===== config.mk =====
export PLATFORM = sky130hd
export DESIGN_NAME = spi_register_bridge
export DESIGN_NICKNAME = d
export VERILOG_FILES = /design/src/rtl/spi_register_bridge_pkg.sv /design/src/rtl/spi_register_bridge_sync_2ff.sv /design/src/rtl/spi_register_bridge.sv
export SDC_FILE = /design/constraint.sdc
export NUM_CORES = 1
export LEC_CHECK = 0
export ABC_AREA = 1
export BUFFER_PORTS_ARGS = -buffer_cell sky130_fd_sc_hd__buf_2
export CAP_MARGIN = 5
export CORE_MARGIN = 8
export CORE_UTILIZATION = 35
export CTS_BUF_LIST = sky130_fd_sc_hd__clkbuf_2
export CTS_CLUSTER_SIZE = 8
export DETAILED_ROUTE_END_ITERATION = 8
export GPL_TIMING_DRIVEN = 0
export SYNTH_ARGS = -nofsm -noshare
export SYNTH_HDL_FRONTEND = slang
export SYNTH_SLANG_ARGS = --single-unit

===== constraint.sdc =====
create_clock -name i_Clock -period 3.7 [get_ports i_Clock]
set_input_delay 0.37 -clock i_Clock [delete_from_list [all_inputs] [get_ports i_Clock]]
set_output_delay 0.37 -clock i_Clock [all_outputs]
set_load 0.05 [all_outputs]

===== src/rtl/spi_register_bridge_pkg.sv =====
// Shared definitions for the synth register file and its SPI bridge: frame
// layout, write command nibble, field widths and bridge FSM encodings.
package spi_register_bridge_pkg;

  localparam int CMD_W      = 4;
  localparam int REG_NUM_W  = 12;
  localparam int REG_VAL_W  = 24;
  localparam int BIT_CNT_W  = 6;
  localparam int WR_CNT_W   = 8;

  localparam int FRAME_BITS_DEFAULT = CMD_W + REG_NUM_W + REG_VAL_W;
  localparam logic [CMD_W-1:0] CMD_WRITE_DEFAULT = 4'hA;

  localparam logic [1:0] ST_WAIT_CS = 2'd0;
  localparam logic [1:0] ST_IDLE    = 2'd1;
  localparam logic [1:0] ST_SHIFT   = 2'd2;

endpackage


===== src/rtl/spi_register_bridge_sync_2ff.sv =====
// Two-flop synchronizer for one asynchronous bit, with a selectable reset
// value so an idle line can come out of reset at its inactive level.
module sync_2ff #(
  parameter logic RESET_VAL = 1'b0
) (
  input  logic clk_i,
  input  logic rst_i,
  input  logic d_i,
  output logic q_o
);

  logic meta_q;
  logic sync_q;

  always_ff @(posedge clk_i or posedge rst_i) begin
    if (rst_i) begin
      meta_q <= RESET_VAL;
      sync_q <= RESET_VAL;
    end else begin
      meta_q <= d_i;
      sync_q <= meta_q;
    end
  end

  assign q_o = sync_q;

endmodule


===== src/rtl/spi_register_bridge.sv =====
// SPI mode-0 slave that turns 40-bit frames (cmd | reg | value) into single
// cycle register-file writes, returning an accepted-write count on MISO.
//   state   | meaning
//   WAIT_CS | frame done or reset; wait for CS_N high before re-arming
//   IDLE    | armed, bit counter cleared, waiting for CS_N low
//   SHIFT   | shifting MOSI on SCLK rise, MISO on SCLK fall
module spi_register_bridge
  import spi_register_bridge_pkg::*;
#(
  parameter int               FRAME_BITS = FRAME_BITS_DEFAULT,
  parameter logic [CMD_W-1:0] CMD_WRITE  = CMD_WRITE_DEFAULT
) (
  input  logic                 i_Clock,
  input  logic                 i_Reset,
  input  logic                 i_SPI_SCLK,
  input  logic                 i_SPI_CS_N,
  input  logic                 i_SPI_MOSI,
  output logic                 o_SPI_MISO,
  output logic [REG_NUM_W-1:0] o_RegisterNumber,
  output logic [REG_VAL_W-1:0] o_RegisterValue,
  output logic                 o_RegisterWriteEnable
);

  localparam logic [BIT_CNT_W-1:0] LAST_BIT = BIT_CNT_W'(FRAME_BITS - 1);

  logic sclk_s, cs_n_s, mosi_s;
  logic sclk_prev_q;
  logic sclk_rise, sclk_fall;

  logic [1:0]            state_q, state_d;
  logic [BIT_CNT_W-1:0]  bit_cnt_q, bit_cnt_d;
  logic [FRAME_BITS-1:0] shift_q, shift_d, frame_next;
  logic [REG_NUM_W-1:0]  reg_num_q, reg_num_d;
  logic [REG_VAL_W-1:0]  reg_val_q, reg_val_d;
  logic                  wr_en_q, wr_en_d;
  logic [WR_CNT_W-1:0]   wr_cnt_q, wr_cnt_d;
  logic [WR_CNT_W-1:0]   miso_sr_q, miso_sr_d;
  logic                  miso_q, miso_d;

  sync_2ff #(.RESET_VAL(1'b0)) u_sync_sclk (
    .clk_i(i_Clock), .rst_i(i_Reset), .d_i(i_SPI_SCLK), .q_o(sclk_s)
  );
  sync_2ff #(.RESET_VAL(1'b1)) u_sync_cs_n (
    .clk_i(i_Clock), .rst_i(i_Reset), .d_i(i_SPI_CS_N), .q_o(cs_n_s)
  );
  sync_2ff #(.RESET_VAL(1'b0)) u_sync_mosi (
    .clk_i(i_Clock), .rst_i(i_Reset), .d_i(i_SPI_MOSI), .q_o(mosi_s)
  );

  assign sclk_rise  = sclk_s & ~sclk_prev_q;
  assign sclk_fall  = ~sclk_s & sclk_prev_q;
  assign frame_next = (shift_q << 1) | {{(FRAME_BITS-1){1'b0}}, mosi_s};

  always_comb begin
    state_d   = state_q;
    bit_cnt_d = bit_cnt_q;
    shift_d   = shift_q;
    reg_num_d = reg_num_q;
    reg_val_d = reg_val_q;
    wr_en_d   = 1'b0;
    wr_cnt_d  = wr_cnt_q;
    miso_sr_d = miso_sr_q;
    miso_d    = miso_q;
    case (state_q)
      ST_WAIT_CS: begin
        miso_d = 1'b0;
        if (cs_n_s) state_d = ST_IDLE;
      end
      ST_IDLE: begin
        bit_cnt_d = '0;
        miso_d    = 1'b0;
        if (!cs_n_s) begin
          // Snapshot the count so MISO is stable for the whole frame.
          state_d   = ST_SHIFT;
          miso_d    = wr_cnt_q[WR_CNT_W-1];
          miso_sr_d = {wr_cnt_q[WR_CNT_W-2:0], 1'b0};
        end
      end
      ST_SHIFT: begin
        if (cs_n_s) begin
          state_d = ST_IDLE;
          miso_d  = 1'b0;
        end else if (sclk_rise) begin
          shift_d   = frame_next;
          bit_cnt_d = bit_cnt_q + BIT_CNT_W'(1);
          if (bit_cnt_q == LAST_BIT) begin
            state_d = ST_WAIT_CS;
            miso_d  = 1'b0;
            if (frame_next[FRAME_BITS-1 -: CMD_W] == CMD_WRITE) begin
              reg_num_d = frame_next[REG_VAL_W +: REG_NUM_W];
              reg_val_d = frame_next[REG_VAL_W-1:0];
              wr_en_d   = 1'b1;
              wr_cnt_d  = wr_cnt_q + WR_CNT_W'(1);
            end
          end
        end else if (sclk_fall) begin
          miso_d    = miso_sr_q[WR_CNT_W-1];
          miso_sr_d = miso_sr_q << 1;
        end
      end
      default: state_d = ST_WAIT_CS;
    endcase
  end

  always_ff @(posedge i_Clock or posedge i_Reset) begin
    if (i_Reset) begin
      sclk_prev_q <= 1'b0;
      state_q     <= ST_WAIT_CS;
      bit_cnt_q   <= '0;
      shift_q     <= '0;
      reg_num_q   <= '0;
      reg_val_q   <= '0;
      wr_en_q     <= 1'b0;
      wr_cnt_q    <= '0;
      miso_sr_q   <= '0;
      miso_q      <= 1'b0;
    end else begin
      sclk_prev_q <= sclk_s;
      state_q     <= state_d;
      bit_cnt_q   <= bit_cnt_d;
      shift_q     <= shift_d;
      reg_num_q   <= reg_num_d;
      reg_val_q   <= reg_val_d;
      wr_en_q     <= wr_en_d;
      wr_cnt_q    <= wr_cnt_d;
      miso_sr_q   <= miso_sr_d;
      miso_q      <= miso_d;
    end
  end

  assign o_SPI_MISO            = miso_q;
  assign o_RegisterNumber      = reg_num_q;
  assign o_RegisterValue       = reg_val_q;
  assign o_RegisterWriteEnable = wr_en_q;

endmodule


======== After elaboration in Yosys (flattened, before gate mapping) ========
Index checks and enable logic that the tools add are counted.
storage, ports and cells
  flip-flop bits (word level) ............. 108
  input bits .............................. 5
  output and inout bits ................... 38
cells by class
  add/subtract/negate cells ............... 2
  equality and inequality tests ........... 14
  mux-type cells .......................... 25
  bitwise gates (word level) .............. 6
  reductions and logical operators ........ 9
operators by type and width
  cell                                            count
  OR 40 x 1 -> 40 bit                             1
  two-way mux 8 bit                               4
  case mux 8 bit (2 select lines)                 1
  two-way mux 6 bit                               2
  case mux 6 bit (2 select lines)                 1
  two-way mux 1 bit                               10
  two-way mux 2 bit                               5
  != test 2 bit (second input constant)           5
  AND reduction 5 bit                             2
  AND reduction 3 bit                             3
  adder 8 x 1 -> 8 bit (second input constant)    1
  != test 4 x 3 -> 1 bit (second input constant)  2
  adder 6 x 1 -> 6 bit (second input constant)    1
  == test 6 bit (second input constant)           1
  != test 3 x 2 -> 1 bit (second input constant)  2
  case mux 2 bit (3 select lines)                 1
  == test 4 bit (second input constant)           1
  AND reduction 4 bit                             1
  NOT 1 bit                                       3
  case mux 1 bit (3 select lines)                 1
  nonzero test 3 bit                              1
  bitwise AND 1 bit                               2
  == test 2 x 1 -> 1 bit (second input constant)  1
  == test 2 bit (second input constant)           1
  other kinds (3)                                 3

======== Logic depth before layout (Yosys ltp) ========
Gate-level depths: netlist of run 1.
  depth after elaboration ................. 7
  depth in mapped cells ................... 11
  gate-level depth less buffers ........... 10

======== Cells and area by module ========
Synthesis of run 1 repeated with hierarchy kept, for this count alone.
unflattened totals
  cells, all modules ...................... 549
  area, all modules ....................... 4698.3 sq um
by module, submodules not included
  module                      instances  cells each  area an instance (sq um)
  spi_register_bridge         1          540         4534.3
  sync_2ff (u_sync_mosi ...)  2          3           53.8
  sync_2ff (u_sync_cs_n)      1          3           56.3

======== Least setup slack after synthesis of run 1 ========
Ideal clock, no wire load.
  path kind ............................... reg-to-reg
  start ................................... register state_q[0]
  end ..................................... register reg_num_q[0], in the netlist o_RegisterNumber[0]
  library setup time ...................... 0.122 ns
  arrival ................................. 1.606 ns
  required time ........................... 3.578 ns
  setup slack ............................. 1.971 ns
  cell stages (with the launch flop) ...... 12
  clock period less this slack ............ 1.729 ns
  cell sequence ........................... dfrtp_1 > inv_1 > ha_1 > inv_2 > nor2_4 > inv_2 > nor2_4 > nand2_1 > buf_6 > buf_2 > nand2_1 > o21ai_1
on the way
  cells in the longest elaborated chain, start to end .. 2
RTL lines
  element                               line                        source
  start, declared                       spi_register_bridge.sv:30   logic [1:0] state_q, state_d;
  start signal, assigned                spi_register_bridge.sv:119  state_q <= state_d;
  == test 2 bit                         spi_register_bridge.sv:64   case (state_q)
  AND reduction 5 bit (no source line)  n/a
  end signal, assigned                  spi_register_bridge.sv:122  reg_num_q <= reg_num_d;
  end, declared                         spi_register_bridge.sv:33   logic [REG_NUM_W-1:0] reg_num_q, reg_num_d;
No other way between the ends.
A chain may end at the register's enable or synchronous reset.

======== Worst setup path after layout of run 1 ========
  start ................................... register state_q[0]
  end ..................................... register miso_sr_q[1]
on the way
  cells in the longest elaborated chain, start to end .. 3
RTL lines
  element                                                               line                        source
  == test 2 bit or == test 2 x 1 -> 1 bit (tied branches)               spi_register_bridge.sv:64
  != test 2 bit (no source line) or nonzero test 2 bit (tied branches)  n/a
  AND reduction 5 bit (no source line)                                  n/a
  end signal, assigned                                                  spi_register_bridge.sv:126  miso_sr_q <= miso_sr_d;
  end, declared                                                         spi_register_bridge.sv:37   logic [WR_CNT_W-1:0] miso_sr_q, miso_sr_d;
Several ways; a longest one is shown, not always the timed one.

==> metrics.csv, run 1 <==
metric;value;unit
largest net degree at the start of global routing;73;
Worst R2R Path Depth;8;
Req. time, crit path;4220;ps
commonest non-fill, non-tap cell in the layout;nand2_1;
P_leak;2.423;nW
fin crit share;0.5580;
pre-CTS setup slack;1698;ps
full die area;0.01651;sq mm
met3 wire length;390;um
Max clock buf depth;2;
fin util;0.4057;
minimum clock period;2065;ps
sequential area share after synthesis;0.6049;
Worst R2R End;miso_sr_q[1]$_DFFE_PP0P_;
FF-to-FF setup slack;1640;ps
Syn Std Cell Area;0.004430;sq mm
Power Density;423.7;mW/mm^2
TritonCTS Buffers;9;
Rows;41;
Final Hold Fails;0;
Fin Clk Skew;34.43;ps
I/O Buffers;42;
Worst Setup SP;state_q[0]$_DFFE_PP0P_;
Sink Count;107;
CTS resizes;0;
Max Fclk;0.4844;GHz
PnR worst setup slack;1635;ps
area of the multi-input gates;0.001403;sq mm
DR WL/cell;12.36;um
RSZ-0062 raised after global routing;no;
Critical Path Sink;miso_sr_q[1]$_DFFE_PP0P_;
Max Used Layer;met4;
Routed Antenna Nets;0;
core area;0.01247;sq mm
Mapped Avg Cell Area;9.060;sq um
synth warn;0;
number of global-route vias before repair;3234;
clock root buffer;clkbuf_2;
Die H;128.5;um
CTS tree;yes;
status;completed;
initial DRC count;219;
Die X-Extent;128.5;um
Area growth syn-to-layout;14.15;%
io pins;43;
Worst EP arrival;2580;ps
nets@finish;561;
Synth Register Bits;107;
Max FO, Critical Path;10;
via/cell ratio;4.559;
DRT met1 WL;4363;um
filler cell count;1263;
Reg area;0.002680;sq mm
transition time of the tightest slew-check pin;467.6;ps
peak supply drop;199.3;uV
Slew headroom;0.6883;
DRT Pass-1 Iters;4;
commonest cells after routing, fill and taps aside;nand2_1 (143), dfrtp_1 (105), inv_1 (62);
H-tree Lvls;3;
drc violations;0;
reg2reg start;state_q[0]$_DFFE_PP0P_;
first-pass GRT wire length;15290;um
Total GRT Usage;0.1138;
Initial Utilization;0.3554;
Setup crit end kind;flip-flop;
Placer Congestion;0.7662;
grt total ovfl;0;
critical setup path kind;reg2reg;
Total Neg Setup Slack;0;ps
synthesized instance count;489;
initial antenna violation count;1;
routed wire length;8963;um
met2 WL post-DR;4064;um
Netlist cell types;22;
Post-DP HPWL;6467;um
vias;3305;
Max Cap Viol;0;
clock-pin slew on the worst setup and hold paths;300;ps
Setup crit start kind;flip-flop;
Clk Latency, worst-skew pair;590;ps
final-report setup violation count;0;
syn_nets;503;
share of cells above drive strength 1;0.1413;
Max Slew Vio Count;0;
Hold Path Class;in2async;
==> final cells by class <==
class | count | area share
buffer | 18 | 0.01979
clock buffer | 9 | 0.008906
inverter | 66 | 0.04948
multi-input combinational | 298 | 0.2773
clock inverter | 7 | 0.01658
timing repair buffer | 47 | 0.05492
sequential | 107 | 0.5299
tap | 172 | 0.04255
antenna | 1 | 0.0004948
==> timing repair <==
action                                 4_1_cts  5_1_grt
hold buffers                                 4        0
setup buffers                                0        0
setup endpoints to repair                    0        0
endpoints found under the hold margin       38        0
==> Yosys cell counts <==
| cell | instances | area share |
|---|---|---|
| nand2_1 | 143 | 0.12 |
| dfrtp_1 | 105 | 0.59 |
| inv_1 | 63 | 0.053 |
| o21ai_0 | 56 | 0.063 |
| o21ai_1 | 31 | 0.035 |
| nor2_1 | 19 | 0.016 |
| nand3_1 | 17 | 0.019 |
| ha_1 | 9 | 0.025 |
| buf_2 | 8 | 0.0090 |
| clkbuf_1 | 7 | 0.0059 |
| a21oi_1 | 6 | 0.0068 |
| nand4_1 | 6 | 0.0085 |
| buf_6 | 3 | 0.0076 |
| inv_2 | 3 | 0.0025 |
| xor2_1 | 3 | 0.0059 |
| a21boi_0 | 2 | 0.0034 |
| dfstp_2 | 2 | 0.012 |
| nor2_4 | 2 | 0.0051 |
| nand3b_1 | 1 | 0.0017 |
| nor3_1 | 1 | 0.0011 |
| nor3_2 | 1 | 0.0023 |
| o21a_1 | 1 | 0.0017 |
==> registers in the layout, indices dropped and copies added, names as in the netlist <==
name	cells
u_sync_mosi.q_o	1
miso_sr_q	7
u_sync_cs_n.meta_q	1
shift_q	39
o_RegisterWriteEnable	1
o_SPI_MISO	1
u_sync_sclk.meta_q	1
bit_cnt_q	6
o_RegisterValue	24
u_sync_cs_n.q_o	1
wr_cnt_q	8
u_sync_sclk.q_o	1
state_q	2
o_RegisterNumber	12
sclk_prev_q	1
u_sync_mosi.meta_q	1
==> stage by stage <==
| step | cells | hold slack, ps | total power [mW] | area (sq um) |
|---|---|---|---|---|
| 6_report | 725 | 295.1 | 2.143 | 5057 |
| 5_1_grt | 725 | 258.9 | 2.269 | 5057 |
| 4_1_cts | 724 | 269.7 | 2.168 | 5055 |
| 3_5_place_dp | 704 | 334.7 | 1.582 | 4886 |
| 3_3_place_gp | 703 | 334.6 | 1.563 | 4856 |
| 2_1_floorplan | 489 | 331.2 | 1.502 | 4431 |
==> logic make-up (layout without fill, tap and decap cells) <==
group	count (synthesis)	after routing	synth area share
AO/OA/AOI/OAI	96	96	0.1101
XOR/XNOR	3	3	0.005932
adder cells (fa/ha/maj)	9	9	0.02542
buffers and inverters	84	147	0.07851
flip-flops	107	107	0.6049
other	0	1	0
AND/OR/NAND/NOR	190	190	0.1751
==> power by group <==
| part | switching [mW] | internal (mW) |
|---|---|---|
| Sequential | 0.0399 | 1.23 |
| Combinational | 0.198 | 0.0929 |
| Clock | 0.409 | 0.170 |
==> layer usage <==
layer	vias up	global-route usage
met5	-	0
met4	0	0.04699
met2	54	0.1798
met3	12	0.02648
li1	1655	-
met1	1584	0.1475
==> worst max-delay path: stages (launching register included) <==
cell and delay, ps:
dfrtp_1 500, inv_1 90, ha_1 280, inv_2 170
nand2_1 190, o21ai_1 360, buf_2 270, nand3_1 90
o21ai_0 90
==> worst min-delay path by stage <==
stage                                      end  slack (ps)  depth (start not counted)                         start
2_1_floorplan        u_sync_mosi.q_o$_DFF_PP0_         330                          0  u_sync_mosi.meta_q$_DFF_PP0_
3_3_place_gp         u_sync_sclk.q_o$_DFF_PP0_         330                          0  u_sync_sclk.meta_q$_DFF_PP0_
3_5_place_dp         u_sync_sclk.q_o$_DFF_PP0_         330                          0  u_sync_sclk.meta_q$_DFF_PP0_
4_1_cts        o_RegisterValue[15]$_DFFE_PP0P_         270                          3                       i_Reset
5_1_grt                 shift_q[6]$_DFFE_PP0P_         260                          3                       i_Reset
6_report       o_RegisterValue[15]$_DFFE_PP0P_         300                          3                       i_Reset
(Power assumes the default switching activity.)
==> run 2, diff against run 1 <==
==> constraint.sdc (replaced) <==
create_clock -name i_Clock -period 1.9 [get_ports i_Clock]
set_input_delay 0.19 -clock i_Clock [delete_from_list [all_inputs] [get_ports i_Clock]]
set_output_delay 0.19 -clock i_Clock [all_outputs]
set_load 0.05 [all_outputs]
==> metrics.csv, run 2 (synthesized netlist as in run 1, its figures left out) <==
metric;value;unit
placed insts;705;
core area;0.01247;sq mm
critical setup path kind;reg2reg;
Power Density;804.4;mW/mm^2
pre-CTS setup slack;-115.5;ps
number of global-route vias before repair;3274;
post-route insts no fill;733;
routed wire length;9144;um
hold_ws;236.6;ps
status;completed;
Post-DP HPWL;6568;um
met3 usage;0.02896;
Max Slew Vio Count;0;
Max FO, Critical Path;10;
PnR worst setup slack;112.1;ps
Final Hold Fails;0;
TritonCTS Buffers;9;
Max Cap Viol;0;
I/O Buffers;42;
Slew headroom;0.5015;
met2 Resource Use GR;0.1925;
initial DRC count;237;
peak supply drop;548.0;uV
Max Fclk;0.5593;GHz
Placer Congestion;0.8005;
Total Neg Setup Slack;0;ps
initial antenna violation count;1;
final-report setup violation count;0;
Max clock buf depth;2;
vias;3322;
Tot Pwr;4.154;mW
minimum clock period;1788;ps
drc violations;0;
H-tree Lvls;3;
Die H;128.5;um
Initial Utilization;0.3554;
register with the most flip-flops;shift_q;
CTS tree;yes;
Rows;41;
full die area;0.01651;sq mm
GR peak layer;met2;
largest net degree at the start of global routing;42;
Worst EP arrival;2250;ps
Total GRT Usage;0.1158;
share of cells above drive strength 1;0.1679;
P_leak;2.466;nW
Die X-Extent;128.5;um
Area growth syn-to-layout;16.55;%
Fin Clk Skew;36.58;ps
Routed Antenna Nets;0;
via/cell ratio;4.532;
DR WL/cell;12.47;um
io pins;43;
first-pass GRT wire length;15490;um
clock-pin slew on the worst setup and hold paths;280;ps
FF-to-FF setup slack;110;ps
DRT Pass-1 Iters;4;
Post-DP Area;0.004900;sq mm
met1 GRT Util;0.1453;
Setup crit start kind;flip-flop;
grt total ovfl;0;
Req. time, crit path;2360;ps
fin crit share;0.9410;
Hold Path Class;in2reg;
fin util;0.4142;
commonest cells after routing, fill and taps aside;nand2_1 (141), dfrtp_1 (105), inv_1 (61);
Sink Count;107;
max reg flops;39;
transition time of the tightest slew-check pin;746.2;ps
Setup crit end kind;flip-flop;
commonest non-fill, non-tap cell in the layout;nand2_1;
Clk Latency, worst-skew pair;570;ps
fin area;0.005164;sq mm
clock root buffer;clkbuf_2;
nets@finish;569;
run 2: final timing paths:
kind	depth (start not counted)	to	start
setup / recovery	11	o_RegisterValue[21]$_DFFE_PP0P_	state_q[0]$_DFFE_PP0P_
min in group asynchronous	3	o_RegisterValue[20]$_DFFE_PP0P_	i_Reset
hold / removal	2	u_sync_cs_n.meta_q$_DFF_PP1_	i_SPI_CS_N
max in group asynchronous	5	wr_cnt_q[0]$_DFFE_PP0P_	i_Reset
hold reg to reg	0	u_sync_cs_n.q_o$_DFF_PP1_	u_sync_cs_n.meta_q$_DFF_PP1_
setup reg to reg	11	o_RegisterValue[21]$_DFFE_PP0P_	state_q[0]$_DFFE_PP0P_
run 2: per-layer routing:
metal	wire, um	vias to the layer above	share of wire
li1	-	1668	-
met1	4272	1595	0.47
met2	4460	54	0.49
met3	323	5	0.035
met4	87	0	0.0095
met5	0	-	0
run 2: repair_timing:
action | in CTS | in global routing
buffers inserted | 1 | 6
hold buffers | 4 | 0
gates resized for setup | 5 | 13
setup endpoints to repair | 55 | 46
pin swaps | 0 | 3
endpoints found under the hold margin | 36 | 0
run 2: area by class of cell:
cell class	instances	area, sq um
Antenna cell	1	2.502
Clock buffer	11	55.05
Sequential cell	107	2680
Tap cell	172	215.2
Buffer	18	110.1
Fill cell	1237	7302
Inverter	66	251.5
Multi-Input combinational cell	298	1450
Timing Repair Buffer	55	342.8
Clock inverter	5	56.30
run 2: worst max-delay path, stage by stage, from the launching register on:
cell and delay [ps]:
dfrtp_1 460, inv_2 90, ha_4 180, inv_2 100, nor2_4 150, inv_2 60
nor2_4 120, nand2_2 80, buf_6 150, buf_4 170, nand2_1 60, o21ai_1 60
run 2: power breakdown:
group | internal, mW | switching, mW
logic | 0.225 | 0.423
registers | 2.40 | 0.0705
clock network | 0.308 | 0.727
total | 2.93 | 1.22
